--- src/rtl/instr_fetch_if.sv ---
// Fetch-side bus: the instruction memory read port, the redirect input from
// branch resolution, and the IF/ID valid/ready output towards decode.
interface instr_fetch_if;
  logic [31:0] imem_addr;
  logic [31:0] imem_instr;
  logic        redirect_valid;
  logic [31:0] redirect_pc;
  logic        out_valid;
  logic        out_ready;
  logic [31:0] out_instr;
  logic [31:0] out_pc;
  logic [31:0] out_pc_plus4;

  modport master (
    output imem_addr,
    input  imem_instr,
    input  redirect_valid,
    input  redirect_pc,
    output out_valid,
    input  out_ready,
    output out_instr,
    output out_pc,
    output out_pc_plus4
  );

  modport slave (
    input  imem_addr,
    output imem_instr,
    output redirect_valid,
    output redirect_pc,
    input  out_valid,
    output out_ready,
    input  out_instr,
    input  out_pc,
    input  out_pc_plus4
  );
endinterface

--- src/rtl/instr_fetch.sv ---
// MIPS fetch stage: owns the PC, reads instruction memory combinationally and
// registers {instr, pc} into IF/ID; an illegal fetch latches a sticky fault.
module instr_fetch #(
  parameter logic [31:0] RESET_PC = 32'h0000_0000,
  parameter int          MEM_SIZE = 256
) (
  input  logic           clk,
  input  logic           rst_n,
  instr_fetch_if.master  bus,
  output logic           fault,
  output logic [31:0]    fault_pc,
  output logic [31:0]    fetch_count
);

  localparam logic [0:0]  ST_RUN    = 1'b0;
  localparam logic [0:0]  ST_HALT   = 1'b1;
  localparam logic [31:0] MEM_BYTES = 32'(MEM_SIZE * 4);

  logic [0:0]  state;
  logic [31:0] pc;
  logic        out_valid_q;
  logic [31:0] out_instr_q;
  logic [31:0] out_pc_q;
  logic [31:0] out_pc_plus4_q;
  logic        redirect_bad;
  logic        pc_bad;

  assign bus.imem_addr    = pc;
  assign bus.out_valid    = out_valid_q;
  assign bus.out_instr    = out_instr_q;
  assign bus.out_pc       = out_pc_q;
  assign bus.out_pc_plus4 = out_pc_plus4_q;

  assign redirect_bad = (bus.redirect_pc[1:0] != 2'b00) || (bus.redirect_pc >= MEM_BYTES);
  assign pc_bad       = (pc >= MEM_BYTES);

  // A handshake on the redirect edge still counts as consumed, so the counter
  // runs independently of the redirect/fetch priority below.
  always_ff @(posedge clk) begin
    if (!rst_n) begin
      state          <= ST_RUN;
      pc             <= RESET_PC;
      out_valid_q    <= 1'b0;
      out_instr_q    <= 32'h0000_0000;
      out_pc_q       <= 32'h0000_0000;
      out_pc_plus4_q <= 32'h0000_0004;
      fault          <= 1'b0;
      fault_pc       <= 32'h0000_0000;
      fetch_count    <= 32'h0000_0000;
    end else begin
      if (out_valid_q && bus.out_ready) begin
        fetch_count <= fetch_count + 32'd1;
      end

      if (state == ST_RUN) begin
        if (bus.redirect_valid) begin
          out_valid_q <= 1'b0;
          if (redirect_bad) begin
            fault    <= 1'b1;
            fault_pc <= bus.redirect_pc;
            state    <= ST_HALT;
          end else begin
            pc <= bus.redirect_pc;
          end
        end else if (!out_valid_q || bus.out_ready) begin
          if (pc_bad) begin
            fault       <= 1'b1;
            fault_pc    <= pc;
            state       <= ST_HALT;
            out_valid_q <= 1'b0;
          end else begin
            out_instr_q    <= bus.imem_instr;
            out_pc_q       <= pc;
            out_pc_plus4_q <= pc + 32'd4;
            out_valid_q    <= 1'b1;
            pc             <= pc + 32'd4;
          end
        end
      end else begin
        out_valid_q <= 1'b0;
      end
    end
  end

endmodule

--- src/flat_wrapper.sv ---
// flat-port wrapper written by rule: the top's interface ports become plain ports
module instr_fetch_flat 
#(
  parameter logic [31:0] RESET_PC = 32'h0000_0000,
  parameter int          MEM_SIZE = 256
)
  (clk, rst_n, fault, fault_pc, fetch_count, bus_imem_addr, bus_imem_instr, bus_redirect_valid, bus_redirect_pc, bus_out_valid, bus_out_ready, bus_out_instr, bus_out_pc, bus_out_pc_plus4);
  instr_fetch_if bus_i ();
  input  logic clk;
  input  logic rst_n;
  output logic fault;
  output logic [31:0] fault_pc;
  output logic [31:0] fetch_count;
  output wire logic [$bits(bus_i.imem_addr)-1:0] bus_imem_addr;
  input wire logic [$bits(bus_i.imem_instr)-1:0] bus_imem_instr;
  input wire logic [$bits(bus_i.redirect_valid)-1:0] bus_redirect_valid;
  input wire logic [$bits(bus_i.redirect_pc)-1:0] bus_redirect_pc;
  output wire logic [$bits(bus_i.out_valid)-1:0] bus_out_valid;
  input wire logic [$bits(bus_i.out_ready)-1:0] bus_out_ready;
  output wire logic [$bits(bus_i.out_instr)-1:0] bus_out_instr;
  output wire logic [$bits(bus_i.out_pc)-1:0] bus_out_pc;
  output wire logic [$bits(bus_i.out_pc_plus4)-1:0] bus_out_pc_plus4;
  assign bus_imem_addr = bus_i.imem_addr;
  assign bus_i.imem_instr = bus_imem_instr;
  assign bus_i.redirect_valid = bus_redirect_valid;
  assign bus_i.redirect_pc = bus_redirect_pc;
  assign bus_out_valid = bus_i.out_valid;
  assign bus_i.out_ready = bus_out_ready;
  assign bus_out_instr = bus_i.out_instr;
  assign bus_out_pc = bus_i.out_pc;
  assign bus_out_pc_plus4 = bus_i.out_pc_plus4;
  instr_fetch #(.RESET_PC(RESET_PC), .MEM_SIZE(MEM_SIZE)) u_core (.clk(clk), .rst_n(rst_n), .bus(bus_i), .fault(fault), .fault_pc(fault_pc), .fetch_count(fetch_count));
endmodule
--- config.mk ---
export PLATFORM = sky130hd
export DESIGN_NAME = instr_fetch_flat
export DESIGN_NICKNAME = d
export VERILOG_FILES = /design/src/rtl/instr_fetch_if.sv /design/src/rtl/instr_fetch.sv /design/src/flat_wrapper.sv
export SDC_FILE = /design/constraint.sdc
export NUM_CORES = 1
export LEC_CHECK = 0
export CAP_MARGIN = 30
export CORE_UTILIZATION = 35
export CTS_BUF_LIST = sky130_fd_sc_hd__clkbuf_2
export CTS_CLUSTER_DIAMETER = 40
export DETAILED_ROUTE_END_ITERATION = 6
export SLEW_MARGIN = 20
export SYNTH_ARGS = -nofsm -noshare
export SYNTH_HDL_FRONTEND = slang
export SYNTH_SLANG_ARGS = --single-unit
--- constraint.sdc ---
create_clock -name clk -period 2 [get_ports clk]
set_input_delay 0.3 -clock clk [delete_from_list [all_inputs] [get_ports clk]]
set_output_delay 0.3 -clock clk [all_outputs]
set_load 0.05 [all_outputs]
; ---- Word level (Yosys, flattened, before mapping)
; Cells that the tools add are included.
[classes]
n_addsub = 2
n_lt_le_gt_ge = 2
eq_ne = 3
n_mux = 18
n_bitwise = 4
n_reduce_logical = 11
[op_table]
columns = operator, count
row1 = $mux 32, 8
row2 = $ge 32x11->1 const B, 2
row3 = $add 32x1->32 const B, 1
row4 = $add 32x3->32 const B, 1
row5 = $reduce_and 4->1, 3
row6 = $mux 1, 10
row7 = $reduce_bool 2->1, 3
row8 = $ne 2x2->1 const B, 2
row9 = $not 1->1, 4
row10 = $reduce_or 3->1, 1
row11 = $logic_or 1x1->1, 2
row12 = $ne 2x1->1 const B, 1
row13 = $logic_and 1x1->1, 1
row14 = $logic_not 1->1, 1
[word_totals]
ff_bits = 195
inputBits = 68
out_inout_bits = 194
wordCells = 49

; ---- Longest topological paths before layout
; Gate-level depths: netlist (run 1).
[logic_depth]
ltp_word = 5
ltp_mapped = 7
mapped_depth_nobuf = 6

; ---- Worst setup path before layout (run 1)
; OpenSTA, ideal clock, no wires.
[synth_path]
kind = register to register
startpoint = reg u_core.fetch_count[0]
endpoint = reg u_core.fetch_count[10]
setup_time_ns = 0.115
arrival_time_ns = 1.936
t_required_ns = 1.885
setup_slack_ns = -0.051
stages_incl_launch_ff = 7
n_path_buf = 0
synth_period_minus_slack_ns = 2.051
path_cell_list = dfxtp_1 -> ha_1 -> nand3_1 -> nor3_1 -> and4_1 -> xor2_1 -> and2_1
[synth_via]
elab_chain_len = 1
[synth_lines]
columns = item, line
row1 = start: declaration, instr_fetch.sv:12  ; output logic [31:0] fetch_count
row2 = start signal: assignment, instr_fetch.sv:52  ; fetch_count <= fetch_count + 32'd1;
row3 = $add 32x1->32, instr_fetch.sv:52
; Every way passes these cells.
; A chain may end at the register's enable or synchronous reset.

; ---- Final worst setup path (run 1)
[layout_path]
startpoint = reg u_core.pc[16], in the netlist u_core.bus.imem_addr[16]
endpoint = reg u_core.pc[22], in the netlist u_core.bus.imem_addr[22]
[layout_via]
elab_chain_len = 4
elab_cells_between_ends = 7
classes_between = 1 x add/sub / 1 x order compare / 1 x eq/ne / 3 x mux / 1 x reduce/logical
[layout_lines]
columns = item, line
row1 = start: declaration, instr_fetch.sv:20  ; logic [31:0] pc;
row2 = start signal: assignment, instr_fetch.sv:63  ; pc <= bus.redirect_pc;
row3 = start signal: assignment, instr_fetch.sv:76  ; pc <= pc + 32'd4;
row4 = $add 32x3->32, instr_fetch.sv:76
row5 = $mux 32, instr_fetch.sv:66  ; if (pc_bad) begin
row6 = $mux 32, instr_fetch.sv:65  ; end else if (!out_valid_q || bus.out_ready) begin
row7 = $mux 32, instr_fetch.sv:56  ; if (bus.redirect_valid) begin
; Several ways; a longest one is shown, not always the timed one. The select of a mux whose other input is x is not followed.

==> results of run 1 <==
layer usage:
metal  up-vias  global-route usage [%]
met5         -                       0
met4         0                    6.41
met3        28                    5.33
met2       184                    32.4
met1      3227                    27.8
li1       3420                       -
worst max-delay path: cells and delay by family, from the launching register on:
family | cells | cell delay (ns)
flops | 1 | 0.41
simple gates | 4 | 0.98
compound gates | 1 | 0.29
buf+inv | 1 | 0.19
through the flow:
| stage | instances | worst slack (ns) | TNS, ns | hold WS [ns] |
|---|---|---|---|---|
| after global routing | 1402 | -0.0394 | -0.0737 | 0.0896 |
| after floorplan | 791 | 0.00200 | 0 | 0.435 |
| after CTS | 1400 | 0.0000672 | 0 | 0.0674 |
| after global placement | 1335 | -0.421 | -21.99 | 0.439 |
| final | 1402 | 0.0408 | 0 | 0.170 |
| after detailed placement | 1335 | -0.431 | -22.85 | 0.446 |
layout make-up:
class | count | share of cell area, %
Sequential cell | 193 | 34.8
Antenna cell | 1 | 0.0223
Timing Repair Buffer | 367 | 27.7
Multi-Input combinational cell | 530 | 31.6
Clock inverter | 15 | 1.89
Tap cell | 275 | 3.07
Clock buffer | 17 | 0.760
Inverter | 4 | 0.134
final timing paths:
check                      startpoint                       end  cells past startpoint
max          u_core.bus.imem_addr[16]  u_core.bus.imem_addr[22]                      6
min                bus_redirect_valid       u_core.fault_pc[23]                      5
max reg2reg  u_core.bus.imem_addr[16]  u_core.bus.imem_addr[22]                      6
min reg2reg      u_core.bus.out_pc[2]      u_core.bus.out_pc[2]                      2
layout by cell type (no fill, tap or decap), types with 13 or more instances in the layout:
| cell type | Yosys | layout |
|---|---|---|
| clkdlybuf4s50_1 | 0 | 65 |
| mux2i_1 | 25 | 25 |
| buf_2 | 15 | 101 |
| o221a_1 | 29 | 29 |
| and2_1 | 36 | 35 |
| and3_1 | 52 | 51 |
| dfxtp_2 | 0 | 25 |
| nand4_1 | 14 | 14 |
| nand3_1 | 21 | 21 |
| a21boi_0 | 25 | 25 |
| nand2_1 | 146 | 146 |
| and3b_1 | 21 | 21 |
| xnor2_1 | 24 | 24 |
| clkdlybuf4s15_2 | 0 | 64 |
| clkdlybuf4s18_2 | 0 | 13 |
| dfxtp_1 | 193 | 167 |
| dlygate4sd3_1 | 0 | 33 |
| a21boi_1 | 22 | 22 |
| buf_4 | 4 | 75 |
| clkbuf_2 | 0 | 17 |
cells by family (layout without fill, tap and decap cells):
group                      count (synthesis)  after routing
and+or+nand+nor                          344            344
DFF                                      193            193
AOI/OAI and AO/OA                        120            120
buffers and inverters                     68            403
xor gates and xnor gates                  35             35
muxes                                     28             28
adders and majority gates                  3              3
other                                      0              1
timing repair:
| item | 4_1_cts | 5_1_grt |
|---|---|---|
| gates resized for setup | 673 | 149 |
| buffers inserted | 0 | 1 |
| pin swaps | 0 | 1 |
| endpoints found under the setup margin | 223 | 129 |
| endpoints found under the hold margin | 70 | 0 |
| hold buffers | 33 | 0 |
flip-flops by register name, summed over array words and instances (netlist names):
register / cells
u_core.bus.imem_addr: 32
u_core.bus.out_instr: 32
u_core.bus.out_pc_plus4: 32
u_core.fault_pc: 32
u_core.fetch_count: 32
u_core.bus.out_pc: 30
u_core.bus.out_valid: 1
u_core.fault: 1
u_core.state: 1
power by group through the flow:
stage / combinational [mW] / sequential, mW / clock (mW)
after floorplan: 0.504 / 4.65 / 0
after global placement: 1.66 / 4.16 / 0
after detailed placement: 1.65 / 4.16 / 0
after CTS: 1.68 / 4.11 / 2.30
after global routing: 1.75 / 4.13 / 2.43
final: 1.65 / 4.10 / 2.18
==> results.py, run 1 <==
metrics = {
    "outcome": {
        "status": "completed",
    },
    "placed_design": {
        "dpl_cell_area_sq_um": 10900,
        "hpwl_um": 16200,
        "gp_congestion": 0.815,
        "port-buffer-count": 261,
    },
    "routing": {
        "dr_wl_met3_um": 1500,
        "avgRoutedWirePerCell_um": 16.6,
        "first_pass_iters": 5,
        "drt.antenna.violating_nets": 0,
        "drc_errors": 0,
        "routed_wirelength_um": 23200,
        "num_vias": 6859,
        "wl_met2_um": 10500,
        "top_layer_used": "met4",
        "viasPerCell": 4.89,
        "drt_iter0_drc": 250,
        "wl_met1_um": 10700,
    },
    "synthesis": {
        "synth_seq_cells": 193,
        "synthXorXnorAreaFrac_pct": 3.98,
        "synth_top_family_by_area": "simple AND/OR/NAND/NOR gates",
        "synth_top_area_share_pct": 50.2,
        "netlist_top_cells_area": "dfxtp_1 (50%), nand2_1 (7.1%), o221a_1 (4.2%)",
        "synthMostInstantiatedCell": "dfxtp_1",
        "syn_area_sq_um": 7700,
        "syn-num-nets": 862,
        "async_reset_ff_share_pct": 0,
        "postSynthCellCount": 791,
        "synth_mux_area_share_pct": 3.69,
        "synth_fa_ha_area_share_pct": 0.487,
        "synth_common_cells": "dfxtp_1 (193), nand2_1 (146), and3_1 (52)",
        "synth_ff_type": "dfxtp_1",
        "yosys.area.top_type": "dfxtp_1",
        "yosys.area_share.simple_pct": 23.9,
        "synth_compound_area_share_pct": 13.5,
        "ys_warn_count": 0,
        "ys_types": 56,
        "syn_area_per_cell_sq_um": 9.74,
        "synth_edf_count": 0,
        "seq_area_frac_synth_pct": 50.2,
    },
    "power": {
        "p_int_mw": 5.14,
        "sequentialPowerShare_pct": 51.7,
        "clkPwrFrac_pct": 27.5,
        "swShare_pct": 35.2,
        "leakage_nw": 5.10,
        "pwr-share-comb_pct": 20.8,
        "power_switching_mw": 2.80,
        "power_density_nw_per_um2": 709,
        "vdd_ir_drop_max_mv": 0.331,
        "finalPower_mw": 7.94,
    },
    "global_route": {
        "first_global_vias": 6796,
        "grt_overflow": 0,
        "grt_start_max_net_pins": 113,
        "grt_pass1_wl_um": 36700,
        "grt_usage_pct": 20.7,
        "antenna_found_initial": 1,
    },
    "critical_path": {
        "crit_chain": "or4_4 > nor2_4 > nand2_4 > a21oi_4 > buf_6 > and3b_1",
        "crit_fanout": 12,
        "crit_arrival_ns": 2.63,
        "cpMaxStageDelayCell": "or4_4",
        "r2r_setup_slack_ns": 0.04,
        "crit_required_ns": 2.67,
        "critical_path_class": "flip-flop to flip-flop",
        "cpPeakStageDelay_ns": 0.52,
        "critPathLaunchType": "flip-flop",
        "crit_path_end_kind": "flip-flop",
    },
    "final_layout": {
        "utilization_pct": 52.6,
        "syn2layout_area_growth_pct": 45.4,
        "layout-drive-gt1-share_pct": 31.3,
        "nFillCells": 2048,
        "multi_input_area_sq_um": 3540,
        "layout.area.seq_sq_um": 3900,
        "nets": 1184,
        "fin_area_sq_um": 11200,
    },
    "floorplanning": {
        "rows": 53,
        "core_sq_um": 21300,
        "start_util_pct": 36.2,
        "top_level_ports": 262,
        "die_w_um": 150,
        "die_h_um": 150,
        "die_area_sq_um": 22600,
    },
    "sta": {
        "post-route-min-period_ns": 1.96,
        "period_share_pct": 98.0,
        "hold_viol": 0,
        "tightestPinTransition_ns": 0.439,
        "setup_violations": 0,
        "maxSlewHeadroom_pct": 70.8,
        "rsz0062_at_grt": "true",
        "drv_slew": 0,
        "max_clock_freq_ghz": 0.510,
        "fin_skew_ns": 0.0727,
    },
    "cts": {
        "cts_max_path_buffers": 2,
        "cts.sinks": 193,
        "path_clk_slew_ns": 0.34,
        "clock_latency_ns": 0.79,
        "root_buffer": "clkbuf_2",
        "cts_tree": "yes",
        "cts-buffers-inserted": 17,
        "cts_htree_levels": 4,
    },
    "min_path": {
        "hold_path_class": "input pin to flip-flop",
    },
    "flow_run": {
        "max_cap_viol_count": 0,
    },
}
Note: power is estimated with default switching activity, not from simulation.
==> run 2, diff against run 1 <==
--- a/config.mk
+++ b/config.mk
@@ -6,10 +6,11 @@
 export NUM_CORES = 1
 export LEC_CHECK = 0
 export CAP_MARGIN = 30
-export CORE_UTILIZATION = 35
+export CORE_UTILIZATION = 47
 export CTS_BUF_LIST = sky130_fd_sc_hd__clkbuf_2
 export CTS_CLUSTER_DIAMETER = 40
 export DETAILED_ROUTE_END_ITERATION = 6
+export PLACE_DENSITY = 0.82
 export SLEW_MARGIN = 20
 export SYNTH_ARGS = -nofsm -noshare
 export SYNTH_HDL_FRONTEND = slang
==> run 2 against run 1 <==
Effect of this change:
- non-clock buffer count down 8
- clock skew fell by 0.039 ns
- die area decreased by 25%
- the flow now finishes with violations (negative setup slack)
- sequential share of layout area shrank 0.46 points
- wire length decreased by 2.3%
- final area grew 0.92%
- register-to-register slack lost 0.05 ns
- count of clock-buffer cells in the layout did not move
- clock power decreased by 22%
- critical path depth did not move
==> results.py, run 2 (synthesis gave the netlist of run 1 again) <==
metrics = {
    "outcome": {
        "status": "complete, but fails checks",
        "violations": "negative setup slack",
    },
    "power": {
        "clkPwrFrac_pct": 22.6,
        "leakage_nw": 4.91,
        "power_switching_mw": 2.47,
        "power_density_nw_per_um2": 660,
        "vdd_ir_drop_max_mv": 0.605,
        "swShare_pct": 33.1,
        "pwr-share-comb_pct": 22.5,
        "sequentialPowerShare_pct": 54.9,
        "p_int_mw": 4.99,
    },
    "cts": {
        "cts_setup_buffers": 0,
        "cts_tree": "yes",
        "path_clk_slew_ns": 0.28,
        "cts-buffers-inserted": 17,
        "clock_latency_ns": 0.76,
        "cts.sinks": 193,
        "cts_htree_levels": 4,
        "cts_max_path_buffers": 2,
        "root_buffer": "clkbuf_2",
    },
    "sta": {
        "tightestPinTransition_ns": 0.490,
        "max_clock_freq_ghz": 0.498,
        "setup_violations": 1,
        "maxSlewHeadroom_pct": 67.3,
        "fin_hold_ws_ns": 0.0859,
        "drv_slew": 0,
        "rsz0062_at_grt": "true",
        "setup_tns_ns": -0.00829,
        "period_share_pct": 100,
        "post-route-min-period_ns": 2.01,
        "hold_viol": 0,
        "fin_skew_ns": 0.0336,
        "worst_slack_ns": -0.00829,
    },
    "final_layout": {
        "syn2layout_area_growth_pct": 46.7,
        "utilization_pct": 70.9,
        "diodes": 0,
        "multi_input_area_sq_um": 3510,
        "layout.area.seq_sq_um": 3880,
        "final_common_cell": "dfxtp_1",
        "nets": 1176,
        "layout.cells.non_filler": 1333,
        "mostFrequentLayoutCells": "dfxtp_1 (178), nand2_1 (146), clkdlybuf4s15_2 (132)",
        "layout-drive-gt1-share_pct": 29.7,
        "nFillCells": 1238,
    },
    "critical_path": {
        "cpPeakStageDelay_ns": 0.55,
        "crit_required_ns": 2.71,
        "crit_path_end_kind": "flip-flop",
        "critical_path_class": "flip-flop to flip-flop",
        "crit_fanout": 23,
        "critPathLaunchType": "flip-flop",
        "crit_arrival_ns": 2.71,
        "crit_chain": "or4_4 > nor2_4 > and3_2 > clkbuf_16 > nand2_1 > a21boi_0",
        "cpMaxStageDelayCell": "or4_4",
    },
    "placed_design": {
        "hpwl_um": 15500,
        "port-buffer-count": 261,
        "dp_cells": 1271,
        "gp_congestion": 0.866,
    },
    "routing": {
        "num_vias": 7021,
        "avgRoutedWirePerCell_um": 17.0,
        "first_pass_iters": 5,
        "drt_iter0_drc": 306,
        "routed_wirelength_um": 22700,
        "drc_errors": 0,
        "viasPerCell": 5.27,
        "drt.antenna.violating_nets": 0,
    },
    "global_route": {
        "antenna_found_initial": 0,
        "grt_overflow": 0,
        "grt_usage_pct": 26.5,
        "first_global_vias": 6756,
        "grt_pass1_wl_um": 34800,
        "grt_start_max_net_pins": 89,
    },
    "flow_run": {
        "max_cap_viol_count": 0,
    },
    "min_path": {
        "hold_path_class": "input pin to flip-flop",
    },
    "floorplanning": {
        "core_sq_um": 15900,
        "die_h_um": 130,
        "rows": 46,
        "die_w_um": 130,
        "die_area_sq_um": 16900,
        "top_level_ports": 262,
        "start_util_pct": 48.3,
    },
}
## run 2: stage by stage
step / setup slack, ns / power, mW / area (sq um)
after detailed placement: -0.438 / 5.80 / 10900
after global placement: -0.395 / 5.79 / 10900
final: -0.00829 / 7.46 / 11300
after global routing: -0.103 / 7.82 / 11300
after floorplan: 0.00200 / 5.15 / 7710
after CTS: 0.00125 / 7.49 / 11400
## run 2: path summary, 6_finish.rpt
path                            startpoint                       end  slack (ns)  cells past startpoint
setup / recovery  u_core.bus.imem_addr[12]  u_core.bus.out_instr[22]      -0.008                      6
hold / removal           bus_imem_instr[4]   u_core.bus.out_instr[4]        0.09                      3
setup reg to reg  u_core.bus.imem_addr[12]  u_core.bus.out_instr[22]      -0.008                      6
hold reg to reg       u_core.bus.out_pc[6]      u_core.bus.out_pc[6]        0.47                      2
## run 2: layer usage
metal	wire length (um)	vias up	GRT usage [%]
li1	-	3395	-
met1	9870	3354	33.3
met2	10800	240	43.7
met3	1490	32	7.59
met4	522	0	8.76
met5	0	-	0
## run 2: worst max-delay path, delay by kind of cell (launching register included)
kind | cells | cell delay (ns)
buf+inv | 1 | 0.23
simple gates | 4 | 1.11
flops | 1 | 0.40
compound gates | 1 | 0.22
## run 2: power by group through the flow
stage               registers [mW]  clock network (mW)  logic, mW
finish                        4.10                1.69       1.68
global route                  4.12                1.93       1.77
CTS                           4.10                1.75       1.64
detailed placement            4.16                   0       1.64
global placement              4.16                   0       1.63
floorplan                     4.65                   0      0.504
## run 2: final cells by class
cell class | count | area share (%)
multi-input combinational | 530 | 31.1
clock buffer | 17 | 0.753
tap | 216 | 2.39
clock inverter | 14 | 0.941
timing repair buffer | 359 | 30.3
sequential | 193 | 34.4
inverter | 4 | 0.133
## run 2: timing repair
action	CTS	global route
endpoints found under the setup margin	185	83
resized for setup	583	90
hold endpoints to repair	57	9
gates cloned	0	1
hold buffers	21	9
==> run 3, diff against run 2 <==
--- a/config.mk
+++ b/config.mk
@@ -5,10 +5,9 @@
 export SDC_FILE = /design/constraint.sdc
 export NUM_CORES = 1
 export LEC_CHECK = 0
-export CAP_MARGIN = 30
 export CORE_UTILIZATION = 47
 export CTS_BUF_LIST = sky130_fd_sc_hd__clkbuf_2
-export CTS_CLUSTER_DIAMETER = 40
+export CTS_CLUSTER_DIAMETER = 150
 export DETAILED_ROUTE_END_ITERATION = 6
 export PLACE_DENSITY = 0.82
 export SLEW_MARGIN = 20
==> results of run 3 <==
Final layout, timing and power as in run 2 (identical DEF).
